**src/rtl/secam_line_sequencer.sv**
```systemverilog
// SECAM chroma line sequencer: line parity, per-line carrier window and U/V gating.
// Optional build macro SECAM_FRAME_PHASE_ALT_EN alternates the Db/Dr start line per frame.
module secam_line_sequencer #(
  parameter int unsigned H_W           = 11,
  parameter int unsigned V_W           = 10,
  parameter int unsigned CARRIER_START = 96,
  parameter int unsigned ACTIVE_START  = 160,
  parameter int unsigned ACTIVE_END    = 1440,
  parameter int unsigned CARRIER_END   = 1480,
  parameter int unsigned FIRST_LINE    = 23,
  parameter int unsigned LAST_LINE     = 310
) (
  input  logic                clk,
  input  logic                rst_n,
  input  logic                line_start,
  input  logic                newframe,
  input  logic signed [7:0]   yuv_u_in,
  input  logic signed [7:0]   yuv_v_in,
  output logic                even_line,
  output logic                enabled,
  output logic signed [7:0]   yuv_u,
  output logic signed [7:0]   yuv_v,
  output logic [V_W-1:0]      line_index
);

  if (!((CARRIER_START < ACTIVE_START) && (ACTIVE_START < ACTIVE_END) &&
        (ACTIVE_END < CARRIER_END) && (CARRIER_END < (1 << H_W) - 1))) begin : g_param_check
    $error("secam_line_sequencer: window thresholds must be strictly increasing and below the hcnt maximum");
  end

  localparam logic [H_W-1:0] C_START = H_W'(CARRIER_START);
  localparam logic [H_W-1:0] A_START = H_W'(ACTIVE_START);
  localparam logic [H_W-1:0] A_END   = H_W'(ACTIVE_END);
  localparam logic [H_W-1:0] C_END   = H_W'(CARRIER_END);
  localparam logic [V_W-1:0] L_FIRST = V_W'(FIRST_LINE);
  localparam logic [V_W-1:0] L_LAST  = V_W'(LAST_LINE);

  typedef enum logic [1:0] {
    IDLE,
    PRE,
    ACTIVE,
    POST
  } state_t;

  state_t            state;
  state_t            state_nx;
  logic [H_W-1:0]    hcnt;
  logic              frame_phase;
  logic              chroma_line;
  logic              enabled_nx;
  logic signed [7:0] yuv_u_nx;
  logic signed [7:0] yuv_v_nx;

  // Horizontal position; sticks at all-ones so a missing line_start cannot re-trigger the window.
  always_ff @(posedge clk) begin
    if (!rst_n) begin
      hcnt <= '0;
    end else if (line_start) begin
      hcnt <= '0;
    end else if (hcnt != '1) begin
      hcnt <= hcnt + 1'b1;
    end
  end

  always_ff @(posedge clk) begin
    if (!rst_n) begin
      line_index <= '0;
    end else if (newframe) begin
      line_index <= '0;
    end else if (line_start && (line_index != '1)) begin
      line_index <= line_index + 1'b1;
    end
  end

`ifdef SECAM_FRAME_PHASE_ALT_EN
  always_ff @(posedge clk) begin
    if (!rst_n) begin
      frame_phase <= 1'b0;
    end else if (newframe) begin
      frame_phase <= ~frame_phase;
    end
  end
`else
  always_comb frame_phase = 1'b0;
`endif

  // Frame start uses the phase from before its own toggle, so the first frame opens on Db.
  always_ff @(posedge clk) begin
    if (!rst_n) begin
      even_line <= 1'b1;
    end else if (newframe) begin
      even_line <= ~frame_phase;
    end else if (line_start) begin
      even_line <= ~even_line;
    end
  end

  always_comb chroma_line = (line_index >= L_FIRST) && (line_index <= L_LAST);

  always_comb begin
    state_nx   = state;
    enabled_nx = 1'b0;
    yuv_u_nx   = '0;
    yuv_v_nx   = '0;
    if (line_start) begin
      state_nx = IDLE;
    end else begin
      case (state)
        IDLE:    if (chroma_line && (hcnt == C_START)) state_nx = PRE;
        PRE:     if (hcnt == A_START)                  state_nx = ACTIVE;
        ACTIVE:  if (hcnt == A_END)                    state_nx = POST;
        POST:    if (hcnt == C_END)                    state_nx = IDLE;
        default:                                       state_nx = IDLE;
      endcase
    end
    // Outputs follow the next state so they become valid together with it.
    case (state_nx)
      PRE, POST: enabled_nx = 1'b1;
      ACTIVE: begin
        enabled_nx = 1'b1;
        yuv_u_nx   = yuv_u_in;
        yuv_v_nx   = yuv_v_in;
      end
      default: enabled_nx = 1'b0;
    endcase
  end

  always_ff @(posedge clk) begin
    if (!rst_n) begin
      state   <= IDLE;
      enabled <= 1'b0;
      yuv_u   <= '0;
      yuv_v   <= '0;
    end else begin
      state   <= state_nx;
      enabled <= enabled_nx;
      yuv_u   <= yuv_u_nx;
      yuv_v   <= yuv_v_nx;
    end
  end

endmodule

```
**config.mk**
```make
export PLATFORM = sky130hd
export DESIGN_NAME = secam_line_sequencer
export DESIGN_NICKNAME = d
export VERILOG_FILES = /design/src/rtl/secam_line_sequencer.sv
export SDC_FILE = /design/constraint.sdc
export NUM_CORES = 1
export LEC_CHECK = 0
export ABC_CLOCK_PERIOD_IN_PS = 1980
export CAP_MARGIN = 20
export CELL_PAD_IN_SITES_DETAIL_PLACEMENT = 0
export CELL_PAD_IN_SITES_GLOBAL_PLACEMENT = 1
export CORE_MARGIN = 1.5
export CORE_UTILIZATION = 41
export DETAILED_ROUTE_END_ITERATION = 7
export DONT_BUFFER_PORTS = 1
export PLACE_DENSITY = 0.73
export SETUP_SLACK_MARGIN = 0.4
export SYNTH_ARGS = -nofsm -noshare
export SYNTH_HDL_FRONTEND = slang
export SYNTH_SLANG_ARGS = --single-unit
```
**constraint.sdc**
```tcl
create_clock -name clk -period 1.98 [get_ports clk]
set_clock_uncertainty 0.1 [all_clocks]
set_input_delay 0.198 -clock clk [delete_from_list [all_inputs] [get_ports clk]]
set_output_delay 0.198 -clock clk [all_outputs]
set_load 0.01 [all_outputs]
```
# Word level (Yosys, flattened, before mapping)
# Cells that the tools add are included.
# word_totals
ff_bits,41
output_inout_bits,28
# classes
n_mux,7
eq_ne,12
order_cmp,2
reduce_logical,8
n_addsub,2
bitwise_logic,2
# ops
operator,n
$eq A11 B11 Y1 const B,2
$add A11 B1 Y11 const B,1
$eq A11 B7 Y1 const B,1
$eq A11 B8 Y1 const B,1
$ne A11 B11 Y1 const B,1
$add A10 B1 Y10 const B,1
$ge A10 B5 Y1 const B,1
$le A10 B9 Y1 const B,1
$mux W2,5
$ne A10 B10 Y1 const B,1
$eq A2 B2 Y1 const B,4
$pmux W2 S4,1
$eq A2 B1 Y1 const B,2
$reduce_or A2 Y1,2
$logic_and A1 B1 Y1,3
$reduce_or A3 Y1,1
$logic_not A2 Y1,1
$not A1 Y1,2
$reduce_and A2 Y1,1
$mux W1,1

# Depth between registers and ports, before layout
# depth
ltp_word,9
mapped_depth,7

# Worst setup path before layout
# No wires, ideal clock.
# synth_timing
path_kind,register to register
startpoint,register line_index[0]
endpoint,register enabled
stages_incl_launch_ff,6
t_arrival_ns,1.764
setup_slack_ns,-0.023
path_buffers,0
synth_period_minus_slack_ns,2.003
path_cell_list,dfxtp_1 > inv_1 > ha_1 > or4b_1 > a2111oi_0 > o31ai_1
# synth_between
elab_chain_cells,9
elab_cells_between_ends,12
# synth_lines
item,line,text
start: declaration,23,output logic [V_W-1:0] line_index
start signal: assignment,71,line_index <= line_index + 1'b1;
$ge A10 B5 Y1 or $le A10 B9 Y1 (tied branches),98,always_comb chroma_line = (line_index >= L_FIRST) && (line_index <= L_LAST);
$logic_and A1 B1 Y1 *,98,
$logic_and A1 B1 Y1 *,109,IDLE: if (chroma_line && (hcnt == C_START)) state_nx = PRE;
$mux W2 *,109,
$pmux W2 S4 *,108,case (state)
$mux W2 *,105,if (line_start) begin
$eq A2 B2 Y1 or $eq A2 B1 Y1 (tied branches),117,case (state_nx)
$reduce_or A3 Y1 (no source line) *,n/a,
$mux W1 *,117,
end signal: assignment,136,enabled <= enabled_nx;
end: declaration,20,"output logic enabled,"
# Mark *: on every way between the ends. The rest lies on a longest branch, timed or not.
# A chain may end at the register's enable or synchronous reset.

# Worst setup path in the final report
# layout_timing
startpoint,register hcnt[8]
endpoint,register yuv_u[3]
# layout_between
elab_chain_cells,7
elab_cells_between_ends,13
# layout_lines
item,line,text
start: declaration,47,logic [H_W-1:0] hcnt;
start signal: assignment,61,hcnt <= hcnt + 1'b1;
$eq A11 B7 Y1,109,
$logic_and A1 B1 Y1,109,
$mux W2,109,
$pmux W2 S4 *,108,
$mux W2 *,105,
$eq A2 B2 Y1 *,117,
$reduce_and A2 Y1 (no source line) *,n/a,
end signal: assignment,137,yuv_u <= yuv_u_nx;
end: declaration,21,"output logic signed [7:0] yuv_u,"
# Marked as above.

==> results.txt <==
- The run finished with clean final reports.
* Number of enable flip-flop cells after synthesis: 0
- The initial utilization of the core area, before any placement, comes to 0.440.
* Slew headroom: 0.699
- The H-tree was split into 2 levels.
* Root buffer cell: clkbuf_8
* Total I/O pin count: 48
* Number of endpoints failing setup at the final stage: 0
* Diodes inserted: 0
- In this run the most critical hold path is launched from line_start.
- Setup repair after global routing missed its margin: yes
- Distinct cell type count of the synthesized netlist: 43
* Setup Slack @ Placement: 10.7 ps
- Worst-case vdd ir drop: 0.469 mV
- Data arrives at the worst endpoint at 2030 ps.
- Final design area excluding fillers: 0.00241 sq mm
- Worst Setup SP: hcnt[8]
- Detail Route Antenna Nets: 0
* Number of buffers between clock root and the deepest sink: 2
* Routed wirelength normalized by instance count: 15.8 um
* Fin crit share: 0.955
* Fraction of final layout cells with drive strength greater than 1: 0.261
* Overall track demand over capacity in global routing: 0.193
- Number of antenna violations at the first check in global routing: 0
- Final weighted congestion in routability-driven placement: 0.836
- The region available for standard cell placement spans 0.00412 sq mm.
* DRC viols: 0
- Clock tree from TritonCTS: yes
- The worst setup path is launched from a flip-flop.
* Number of sinks handled by clock tree synthesis: 41
- The layer flagged by global routing as most heavily used is met2.
* Origin of the critical flop-to-flop path: hcnt[8]
* Final-layout fill cell count: 347
- Netlist Area Pre-Place: 0.00181 sq mm
- Counting the buffers created by CTS gives 5.
* Global-route wire length before repair: 7480 um
* Area of the die: 0.00483 sq mm
- Max-cap violations in this run came to 0.
- Met2 Use GR: 0.304
- After the last flow step, the layout net total stands at 257.
- Using the TritonRoute via totals, the vias-per-cell ratio works out to 5.69.
- Net Count, Synth: 219
* Buffers on Ports: 0
- The area growth from synthesis to layout is 32.9%.
- Overall routed net length: 4470 um
* WS Path Type: reg -> reg
* Crit. End Element: flip-flop
- Met3 GRT Util: 0.0581
* Met1 Use GR: 0.255
- Final hold violation count: 0
- Setup TNS: 0 ps
* Number of standard-cell rows in the floorplan: 23
- For this run, the leading register cell type out of synthesis is dfxtp_1.
- For this run, the detailed router's first-pass iteration total came to 4.
- Warning count from the yosys run: 0
- Entering global routing, the biggest net connects 14 pins.
- Static timing analysis puts the maximum clock frequency at 529 MHz.
- Half-perimeter wire length of the detailed placement result: 2990 um
- Static leakage power: 0.000876 uW
- Hold crit path type: in -> reg
* Via count of the first global-routing pass: 1,555
- Combined flip-flop and latch cell area: 847 sq um
- PwrDens: 602 mW/mm^2
- A synthesized cell averages 9.29 sq um.
- After clock tree synthesis, the clock-pin slew on the worst setup and hold paths is 80 ps.
- The routed layout has 1,616 vias.
* Vertical die dimension: 69.5 um
- Gate Count Post-Synth: 195
* Sequential share of the synthesized area: 0.453
- Post-synthesis async set-or-reset flop share: 0
- Number of max-slew violations in the final report: 0
* Smallest hold slack: 33.4 ps
- Number of storage elements in the synthesis netlist: 41
- Clock latency on the worst-skew pair: 290 ps
- The routed design could run at a clock period as short as 1890 ps.
- For the pin with the worst max-slew slack, the measured transition is 452 ps.
- Multi-input gate area in the final layout: 0.00107 sq mm
- Data on the critical path is required at its endpoint by 2120 ps.
* Die Width: 69.5 um
- Cell area after placement: 0.00199 sq mm
- Setup slack after layout: 88.3 ps
- After global routing the overflow that remains totals 0.
* Worst-path fanout max: 8
- Iteration-0 DRC count of the detailed router: 78
[area by class of cell]
| cell class | count | area share |
|---|---|---|
| Tap cell | 50 | 0.0260 |
| Timing Repair Buffer | 33 | 0.125 |
| Multi-Input combinational cell | 141 | 0.444 |
| Inverter | 11 | 0.0172 |
| Clock buffer | 6 | 0.0301 |
| Clock inverter | 2 | 0.00624 |
| Sequential cell | 41 | 0.352 |
[what timing repair did]
item	4_1_cts	5_1_grt
pin swaps	11	6
setup buffers	3	1
gates cloned	1	0
gates resized for setup	12	18
hold endpoints to repair	17	0
hold buffers	18	0
setup endpoints to repair	30	35
[state kept, by name, summed over array words and instances (netlist names)]
name,count
yuv_u,8
hcnt,11
even_line,1
yuv_v,8
enabled,1
state,2
line_index,10
[critical path: stages, from the launching register on]
cell	delay, ps
dfxtp_2	320
or4_4	530
or4_4	490
a21oi_4	230
and2_4	170
[worst paths after layout]
kind	to	slack, ps	depth (start not counted)
max reg2reg	yuv_u[3]	90	4
min	line_index[0]	30	3
max	yuv_u[3]	90	4
min reg2reg	hcnt[1]	430	2
[report_power, final]
| group | switching (uW) | total, uW | internal, uW | leakage (uW) |
|---|---|---|---|---|
| clock | 300 | 548 | 249 | 0.0000374 |
| sequential | 6.77 | 831 | 824 | 0.000338 |
| combinational | 28.9 | 70.6 | 41.8 | 0.000501 |
| total | 335 | 1450 | 1110 | 0.000876 |
[through the flow]
| step | cells | util | total power (uW) |
|---|---|---|---|
| 2_1_floorplan | 195 | - | 880 |
| 3_3_place_gp | 253 | 0.484 | 888 |
| 3_5_place_dp | 253 | 0.484 | 890 |
| 4_1_cts | 283 | 0.568 | 1450 |
| 5_1_grt | 284 | 0.585 | 1520 |
| 6_report | 284 | 0.585 | 1450 |
[cells in the final DEF (no fill, tap or decap), types with 3 or more instances in the layout]
master         instances
nor2_1                12
clkbuf_8               5
xor2_1                 4
and3_1                 6
inv_1                  9
nand2b_1               3
xnor2_1                6
nand2_1               11
dfxtp_4                4
or3_1                  5
nand3_1                3
dfxtp_2                9
o21ai_0                4
nand4_1                9
dlygate4sd3_1         18
buf_4                 13
dfxtp_1               28
and2_1                18
a21oi_1               10
nor4bb_1               3
[layer usage]
layer	vias up	part of all wire
met5	-	0
met4	0	0.0089
met3	7	0.064
met2	63	0.47
met1	768	0.46
li1	778	-
[cells in the mapped netlist, drive strengths merged (2+ instances only)]
library cell	n	area share
or3	5	0.017
or4	2	0.012
o41ai	2	0.0097
and3	6	0.021
dfxtp	41	0.45
nand4	9	0.031
a21oi	11	0.037
o31ai	2	0.0083
a31o	2	0.0097
buf	2	0.0083
nand4bb	2	0.012
nand3	4	0.011
xnor2	6	0.029
nand2b	4	0.014
ha	4	0.028
nor2b	2	0.0069
nand2	11	0.023
nor4bb	3	0.017
nor2	13	0.027
mux2i	2	0.011
xor2	4	0.019
nor3	4	0.011
o21ai	5	0.014
a31oi	2	0.0069
and2	20	0.069
inv	11	0.023
a311oi	2	0.0097
nor4	2	0.010
[logic make-up (layout without fill, tap and decap cells)]
family,Yosys count,count (layout),synth area share
and+or+nand+nor,90,90,0.296
buffers and inverters,14,52,0.0331
AOI/OAI and AO/OA,34,35,0.131
xor gates and xnor gates,10,10,0.0483
adders and majority gates,4,4,0.0276
muxes,2,2,0.0111
DFF,41,41,0.453
(Power assumes the default switching activity.)
